## src/rtl/gate_exerciser_pkg.sv

```systemverilog
// Shared definitions for the gate exerciser: gate function codes and sequencer states.
package gate_exerciser_pkg;

    localparam logic [2:0] FN_AND  = 3'd0;
    localparam logic [2:0] FN_OR   = 3'd1;
    localparam logic [2:0] FN_XOR  = 3'd2;
    localparam logic [2:0] FN_NAND = 3'd3;
    localparam logic [2:0] FN_NOR  = 3'd4;
    localparam logic [2:0] FN_XNOR = 3'd5;
    localparam logic [2:0] FN_BUF  = 3'd6;
    localparam logic [2:0] FN_NOT  = 3'd7;

    localparam int SETTLE_W = 4;

    typedef enum logic [1:0] {
        ST_IDLE = 2'd0,
        ST_RUN  = 2'd1,
        ST_DONE = 2'd2
    } state_t;

endpackage

```

## src/rtl/gate_ref_model.sv

```systemverilog
// Combinational reference for the gate under test: what the selected function yields for vec.
module gate_ref_model
    import gate_exerciser_pkg::*;
#(
    parameter int WIDTH = 2
) (
    input  logic [WIDTH-1:0] vec,
    input  logic [2:0]       func,
    output logic             expected
);

    always_comb begin
        expected = 1'b0;
        case (func)
            FN_AND:  expected = &vec;
            FN_OR:   expected = |vec;
            FN_XOR:  expected = ^vec;
            FN_NAND: expected = ~&vec;
            FN_NOR:  expected = ~|vec;
            FN_XNOR: expected = ~^vec;
            FN_BUF:  expected = vec[0];
            FN_NOT:  expected = ~vec[0];
            default: expected = 1'b0;
        endcase
    end

endmodule

```

## src/rtl/gate_exerciser.sv

```systemverilog
// Sweeps every input vector of a combinational gate in ascending order, holds each for
// SETTLE extra cycles, and compares the sampled gate output against the reference model.
module gate_exerciser
    import gate_exerciser_pkg::*;
#(
    parameter int WIDTH  = 2,
    parameter int SETTLE = 0,
    parameter int CNT_W  = 8
) (
    input  logic             clk,
    input  logic             rst_n,
    input  logic             start,
    input  logic [2:0]       func,
    input  logic             gate_out,
    output logic [WIDTH-1:0] vec,
    output logic             busy,
    output logic             done,
    output logic             pass,
    output logic [CNT_W-1:0] err_count,
    output logic [WIDTH-1:0] first_fail,
    output logic             first_fail_valid,
    output state_t           dbg_state
);

    localparam logic [SETTLE_W-1:0] SETTLE_CNT = SETTLE_W'(SETTLE);

    state_t              state_q, state_d;
    logic                accept, sample, expected, mismatch, last_vec;
    logic [SETTLE_W-1:0] cnt_q;
    logic [2:0]          func_q;
    logic [WIDTH-1:0]    vec_q, ff_q;
    logic [CNT_W-1:0]    err_q;
    logic                ffv_q, done_q;

    gate_ref_model #(.WIDTH(WIDTH)) u_ref (
        .vec      (vec_q),
        .func     (func_q),
        .expected (expected)
    );

    assign mismatch = gate_out != expected;
    assign last_vec = vec_q == '1;

    always_ff @(posedge clk or negedge rst_n) begin
        if (!rst_n) state_q <= ST_IDLE;
        else        state_q <= state_d;
    end

    always_comb begin
        state_d = state_q;
        accept  = 1'b0;
        sample  = 1'b0;
        case (state_q)
            ST_IDLE, ST_DONE: begin
                if (start) begin
                    state_d = ST_RUN;
                    accept  = 1'b1;
                end
            end
            ST_RUN: begin
                if (cnt_q == '0) begin
                    sample = 1'b1;
                    if (last_vec) state_d = ST_DONE;
                end
            end
            default: state_d = ST_IDLE;
        endcase
    end

    always_ff @(posedge clk or negedge rst_n) begin
        if (!rst_n) begin
            vec_q  <= '0;
            cnt_q  <= '0;
            func_q <= '0;
            err_q  <= '0;
            ff_q   <= '0;
            ffv_q  <= 1'b0;
            done_q <= 1'b0;
        end else if (accept) begin
            vec_q  <= '0;
            cnt_q  <= SETTLE_CNT;
            func_q <= func;
            err_q  <= '0;
            ff_q   <= '0;
            ffv_q  <= 1'b0;
            done_q <= 1'b0;
        end else if (sample) begin
            if (mismatch) begin
                if (err_q != '1) err_q <= err_q + 1'b1;
                if (!ffv_q) begin
                    ff_q  <= vec_q;
                    ffv_q <= 1'b1;
                end
            end
            // The final vector stays on the gate inputs once the sweep completes.
            if (last_vec) begin
                done_q <= 1'b1;
            end else begin
                vec_q <= vec_q + 1'b1;
                cnt_q <= SETTLE_CNT;
            end
        end else if (state_q == ST_RUN) begin
            cnt_q <= cnt_q - 1'b1;
        end
    end

    assign vec              = vec_q;
    assign busy             = state_q == ST_RUN;
    assign done             = done_q;
    assign pass             = done_q && (err_q == '0);
    assign err_count        = err_q;
    assign first_fail       = ff_q;
    assign first_fail_valid = ffv_q;
    assign dbg_state        = state_q;

endmodule
```

## config.mk

```make
export PLATFORM = sky130hd
export DESIGN_NAME = gate_exerciser
export DESIGN_NICKNAME = d
export VERILOG_FILES = /design/src/rtl/gate_exerciser_pkg.sv /design/src/rtl/gate_ref_model.sv /design/src/rtl/gate_exerciser.sv
export SDC_FILE = /design/constraint.sdc
export NUM_CORES = 1
export LEC_CHECK = 0
export ABC_AREA = 1
export CAP_MARGIN = 25
export CORE_ASPECT_RATIO = 1.1
export CORE_MARGIN = 1.5
export CORE_UTILIZATION = 48
export DETAILED_ROUTE_END_ITERATION = 8
export PLACE_DENSITY = 0.73
export SKIP_CTS_REPAIR_TIMING = 1
export SKIP_LAST_GASP = 1
export SLEW_MARGIN = 20
export SYNTH_ARGS = -nofsm -noshare
export SYNTH_HDL_FRONTEND = slang
export SYNTH_SLANG_ARGS = --single-unit
```

## constraint.sdc

```tcl
create_clock -name clk -period 4.35 [get_ports clk]
set_input_delay 0.435 -clock clk [delete_from_list [all_inputs] [get_ports clk]]
set_output_delay 0.435 -clock clk [all_outputs]
set_load 0.05 [all_outputs]
```

== Yosys cells after proc, flatten, opt, wreduce, memory -nomap -nowiden ==
Index checks and enable logic that the tools add are counted.

* Add/sub/neg operators: 3
* Reduce and logical (&&, ||, !) cells: 24
* Bitwise gates (word level): 1
* Mux-type cells: 30
* Equal/unequal tests: 18

{| class="wikitable"
|+ Operators with widths
! kind !! count
|-
| $mux 8 || 4
|-
| $mux 2 || 10
|-
| $mux 4 || 4
|-
| $eq 3x3->1 const B || 4
|-
| $mux 1 || 10
|-
| $reduce_and 2->1 || 5
|-
| $reduce_and 3->1 || 3
|-
| $add 8x1->8 const B || 1
|-
| $logic_not 8->1 || 1
|-
| $ne 8x8->1 const B || 1
|-
| $pmux 1 s8 || 1
|-
| $reduce_bool 2->1 || 4
|-
| $eq 3x2->1 const B || 2
|-
| $ne 2x2->1 const B || 3
|-
| $eq 2x2->1 const B || 2
|-
| $logic_not 4->1 || 1
|-
| $ne 2x1->1 const B || 2
|-
| $pmux 2 s2 || 1
|-
| $reduce_or 2->1 || 2
|-
| $sub 4x1->4 const B || 1
|-
| $eq 3x1->1 const B || 1
|-
| $logic_not 3->1 || 1
|-
| $ne 3x3->1 const B || 1
|-
| $reduce_bool 3->1 || 1
|-
| other kinds (9) || 10
|}

* Input port bits: 7
* Logic and storage cells: 84
* Register bits: 23
* Output and inout port bits: 18

== Longest topological paths before layout ==
* Depth after elaboration: 7
* Gate-level depth with buffers: 12

== By module ==
From an unflattened synthesis, not the netlist that was laid out.

* Cell total of the unflattened synthesis: 189
* Area total of the unflattened synthesis: 1393.8 um^2

{| class="wikitable"
|+ By module, submodules not included
! module !! seq. area each (um^2) !! area each (um^2) !! instances !! cells an instance
|-
| gate_exerciser || 575.6 || 1277.5 || 1 || 165
|-
| gate_ref_model || 0.0 || 116.4 || 1 || 24
|}

== Worst setup path after synthesis ==
OpenSTA, ideal clock, no wires.

* Path type: register to output
* From: register err_q[0], in the netlist err_count[0]
* To: output port pass
* Cell stages (with the launch flop): 5
* Path slack: 1.908 ns
* Data required time: 3.915 ns
* Buffers on the path: 0
* Arrival: 2.007 ns
* Path through: dfrtp_1 inv_1 ha_1 nand3_1 nor3_1

* Word-level cells in the longest chain between the ends: 2

{| class="wikitable"
|+ Ends and longest elaborated chain
! element !! RTL line !! source
|-
| start: declaration || gate_exerciser.sv:32 || <nowiki>logic [CNT_W-1:0] err_q;</nowiki>
|-
| start signal: assignment || gate_exerciser.sv:89 || <nowiki>if (err_q != '1) err_q <= err_q + 1'b1;</nowiki>
|-
| $logic_not 8->1 || gate_exerciser.sv:110 || <nowiki>assign pass = done_q && (err_q == '0);</nowiki>
|-
| $logic_and 1x1->1 || gate_exerciser.sv:110 ||
|-
| end: declaration || gate_exerciser.sv:18 || <nowiki>output logic pass,</nowiki>
|}

Every way passes these cells.

== Worst setup path in the final report ==
Ends and elaborated chain as after synthesis.

==> summary.txt <==
Floorplanning
  – Initial Util: 0.513
  – Die height: a little over 60 um
  – Die X: about 55 um
  – Num rows: 20
  – Die area: 0.00336 sq mm
  – # IOs: 25
  – Core region area: 0.00283 sq mm

Timing
  – Post-route minimum period: 2.55 ns
  – Unrepaired setup endpoints after global routing: no
  – Worst slew margin: 0.605
  – Tightest Pin Transition: 0.591 ns
  – Final setup viols: 0
  – Final Hold Viols: 0
  – Tcrit/Tclk final: 0.586
  – Final Skew: 0.00491 ns
  – Max Fclk: 392 MHz
  – Max-slew violations: 0
  – Setup TNS: 0 ns

Synthesis
  – Synth cell count leaders: 37 x nand2_1, 23 x dfrtp_1, 23 x inv_1
  – Synth area leader: dfrtp_1
  – Syn Area/Cell: 8.15 sq um
  – Synth area leaders: dfrtp_1 40%, nand2_1 9.6%, nand3_1 6.9%, inv_1 5.9%, nand4_1 5.6%
  – Ys flop type: dfrtp_1
  – Post-synth top area share: 0.397
  – Post-synthesis mux area share: 0
  – Simple-gate share of the synthesized area: 0.393
  – Count leader, synth: nand2_1
  – Sequential share of the synthesized area: 0.397
  – Xor and xnor area share after synthesis: 0.00603
  – Netlist Area Pre-Place: 0.00145 sq mm
  – Mapped Cells: 178
  – Yosys cell types: 27
  – Async SR Flop Fraction: 1.00
  – Synth Area in Compound Gates: 0.0716
  – Syn nets: 191
  – Yosys warnings: 0
  – Largest family of logic cells by synthesized area: simple AND/OR/NAND/NOR gates
  – Post-synth EDFFs: 0
  – Adder-cell share of the synthesized area: 0.0517
  – Register bit total from synthesis: 23

GRT
  – Largest net degree at the start of global routing: 18
  – GR Util met2: 0.361
  – Initial antenna violation count: 0
  – Met3 Usage GRT: 0.0299
  – First-pass GRT wire length: between 5000 and 6000 um
  – Met1 usage in global routing: 0.242
  – Top Usage Layer GRT: met2
  – GRT Total Usage: 0.198
  – Vias in the first global route: between 1k and 1.5k
  – Total grt overflow: 0

Setup path
  – WP data arrival: 2.11 ns
  – Required @ worst endpoint: 3.91 ns
  – Worst Setup Start Kind: flop
  – CP Max Fanout: 7
  – Setup CP Type: reg2out
  – Worst Setup End Kind: output pin

CTS
  – CTS root buffer: clkbuf_4
  – Clock Pin Slew Worst Setup and Hold Paths: 0.13 ns
  – Clk_lat worst skew: 0.30 ns
  – CTS HTree Levels: 1
  – Clock sink count: 23
  – CTS tree: built
  – Cts bufs inserted: 3
  – Max Root-Sink Buffers: 2

Hold path
  – Worst hold path class: in2async

Drt
  – DRT Pass-1 Iters: 4
  – DR vias/cell: 5.49
  – Wire per inst: between 10 and 15 um
  – Total wire length: 3160 um
  – DRT iter0 DRCs: 29
  – DRC violation count after routing: 0
  – Antenna viol nets, final: 0
  – DR vias: between 1k and 1.5k

Cells and area
  – # fillers: 258
  – Non-Filler Instances: about 240
  – Nets@finish: 219
  – Antenna diodes: 0
  – Design Area, Final: around 0.0018 sq mm
  – Layout cells sized above 1: 0.137
  – Synth-to-Final Area Change: 21.6%

Placed design
  – Gpl congestion: 0.874
  – Detailed Place HPWL: around 2500 um
  – Placed insts: roughly 230
  – Placed cell areas: 0.00174 sq mm
  – IO buf count: 24

Power and ir drop
  – Pleak: 0.838 nW
  – Power density over the cells: 693 mW/mm^2
  – Worst ir drop on vdd: between 0.4 and 0.5 mV
  – Overall power: 0.00122 W

Outcome
  – Status: completed

Job
  – Max-cap viol count: 0
==> cells by family after synthesis <==
family | count (synthesis)
AND/OR/NAND/NOR | 99
buffers and inverters | 31
flip-flops | 23
AO/OA/AOI/OAI | 18
adder cells (fa/ha/maj) | 6
XOR/XNOR | 1
==> sequential cells by signal, summed over array words and instances, names as in the netlist <==
name	cells
func_q	3
first_fail_valid	1
vec	2
dbg_state	2
err_count	8
cnt_q	4
done	1
first_fail	2
==> layer usage <==
metal | share of wire | vias up
met3 | 0.040 | 2
met1 | 0.47 | 610
li1 | - | 652
met5 | 0 | -
met2 | 0.49 | 42
met4 | 0.0032 | 0
==> path summary, 6_finish.rpt <==
check | start | endpoint | slack, ns | cells after the start
min in group clk | first_fail[0]$_DFFE_PN0P_ | first_fail[0]$_DFFE_PN0P_ | 0.52 | 2
worst min-delay path | rst_n | cnt_q[3]$_DFFE_PN0P_ | 0.49 | 1
worst max-delay path | err_count[0]$_DFFE_PN0P_ | pass | 1.80 | 5
worst min register to register | first_fail[0]$_DFFE_PN0P_ | first_fail[0]$_DFFE_PN0P_ | 0.52 | 2
worst max register to register | vec[0]$_DFFE_PN0P_ | err_count[0]$_DFFE_PN0P_ | 2.55 | 12
max in group asynchronous | rst_n | err_count[1]$_DFFE_PN0P_ | 3.38 | 2
==> cell type report <==
type / instances / area [sq um] / area share
repair buffers: 25 / 255 / 0.145
flip-flops and latches: 23 / 576 / 0.326
clock buffers: 4 / 26.3 / 0.0149
multi-input cells: 124 / 758 / 0.429
inverters: 29 / 109 / 0.0617
well taps: 33 / 41.3 / 0.0234
==> cell usage in the layout (no fill, tap or decap), types with 2 or more instances in the layout <==
cell type,synthesis,layout
a21oi_1,6,6
clkbuf_4,0,3
clkdlybuf4s50_1,0,24
dfrtp_1,23,23
ha_1,6,6
inv_1,23,23
inv_2,6,6
nand2_1,37,37
nand2_2,2,2
nand2_4,2,2
nand3_1,20,20
nand3_2,6,6
nand3_4,3,3
nand4_1,13,13
nor2_1,8,8
nor2_4,2,2
nor3_1,2,2
o21ai_0,8,8
==> power breakdown <==
part / total [W] / switching, W / internal (W)
clock: 0.000101 / 0.0000650 / 0.0000357
sequential: 0.000364 / 0.0000732 / 0.000290
combinational: 0.000758 / 0.000506 / 0.000253
total: 0.00122 / 0.000644 / 0.000579
==> per-stage QoR <==
step	hold WS, ns	util	setup WS, ns
3_3_place_gp	0.486	0.610	2.23
6_report	0.487	0.624	1.80
2_1_floorplan	0.139	-	1.91
3_5_place_dp	0.496	0.615	2.16
4_1_cts	0.491	0.624	1.79
5_1_grt	0.521	0.624	1.72
==> critical path, stage by stage, from the launching register on <==
cell	delay [ns]
dfrtp_1	0.47
inv_1	0.09
ha_1	0.15
nand3_1	0.08
nor3_1	0.19
clkdlybuf4s50_1	0.83
Note: power is estimated with default switching activity, not from simulation.
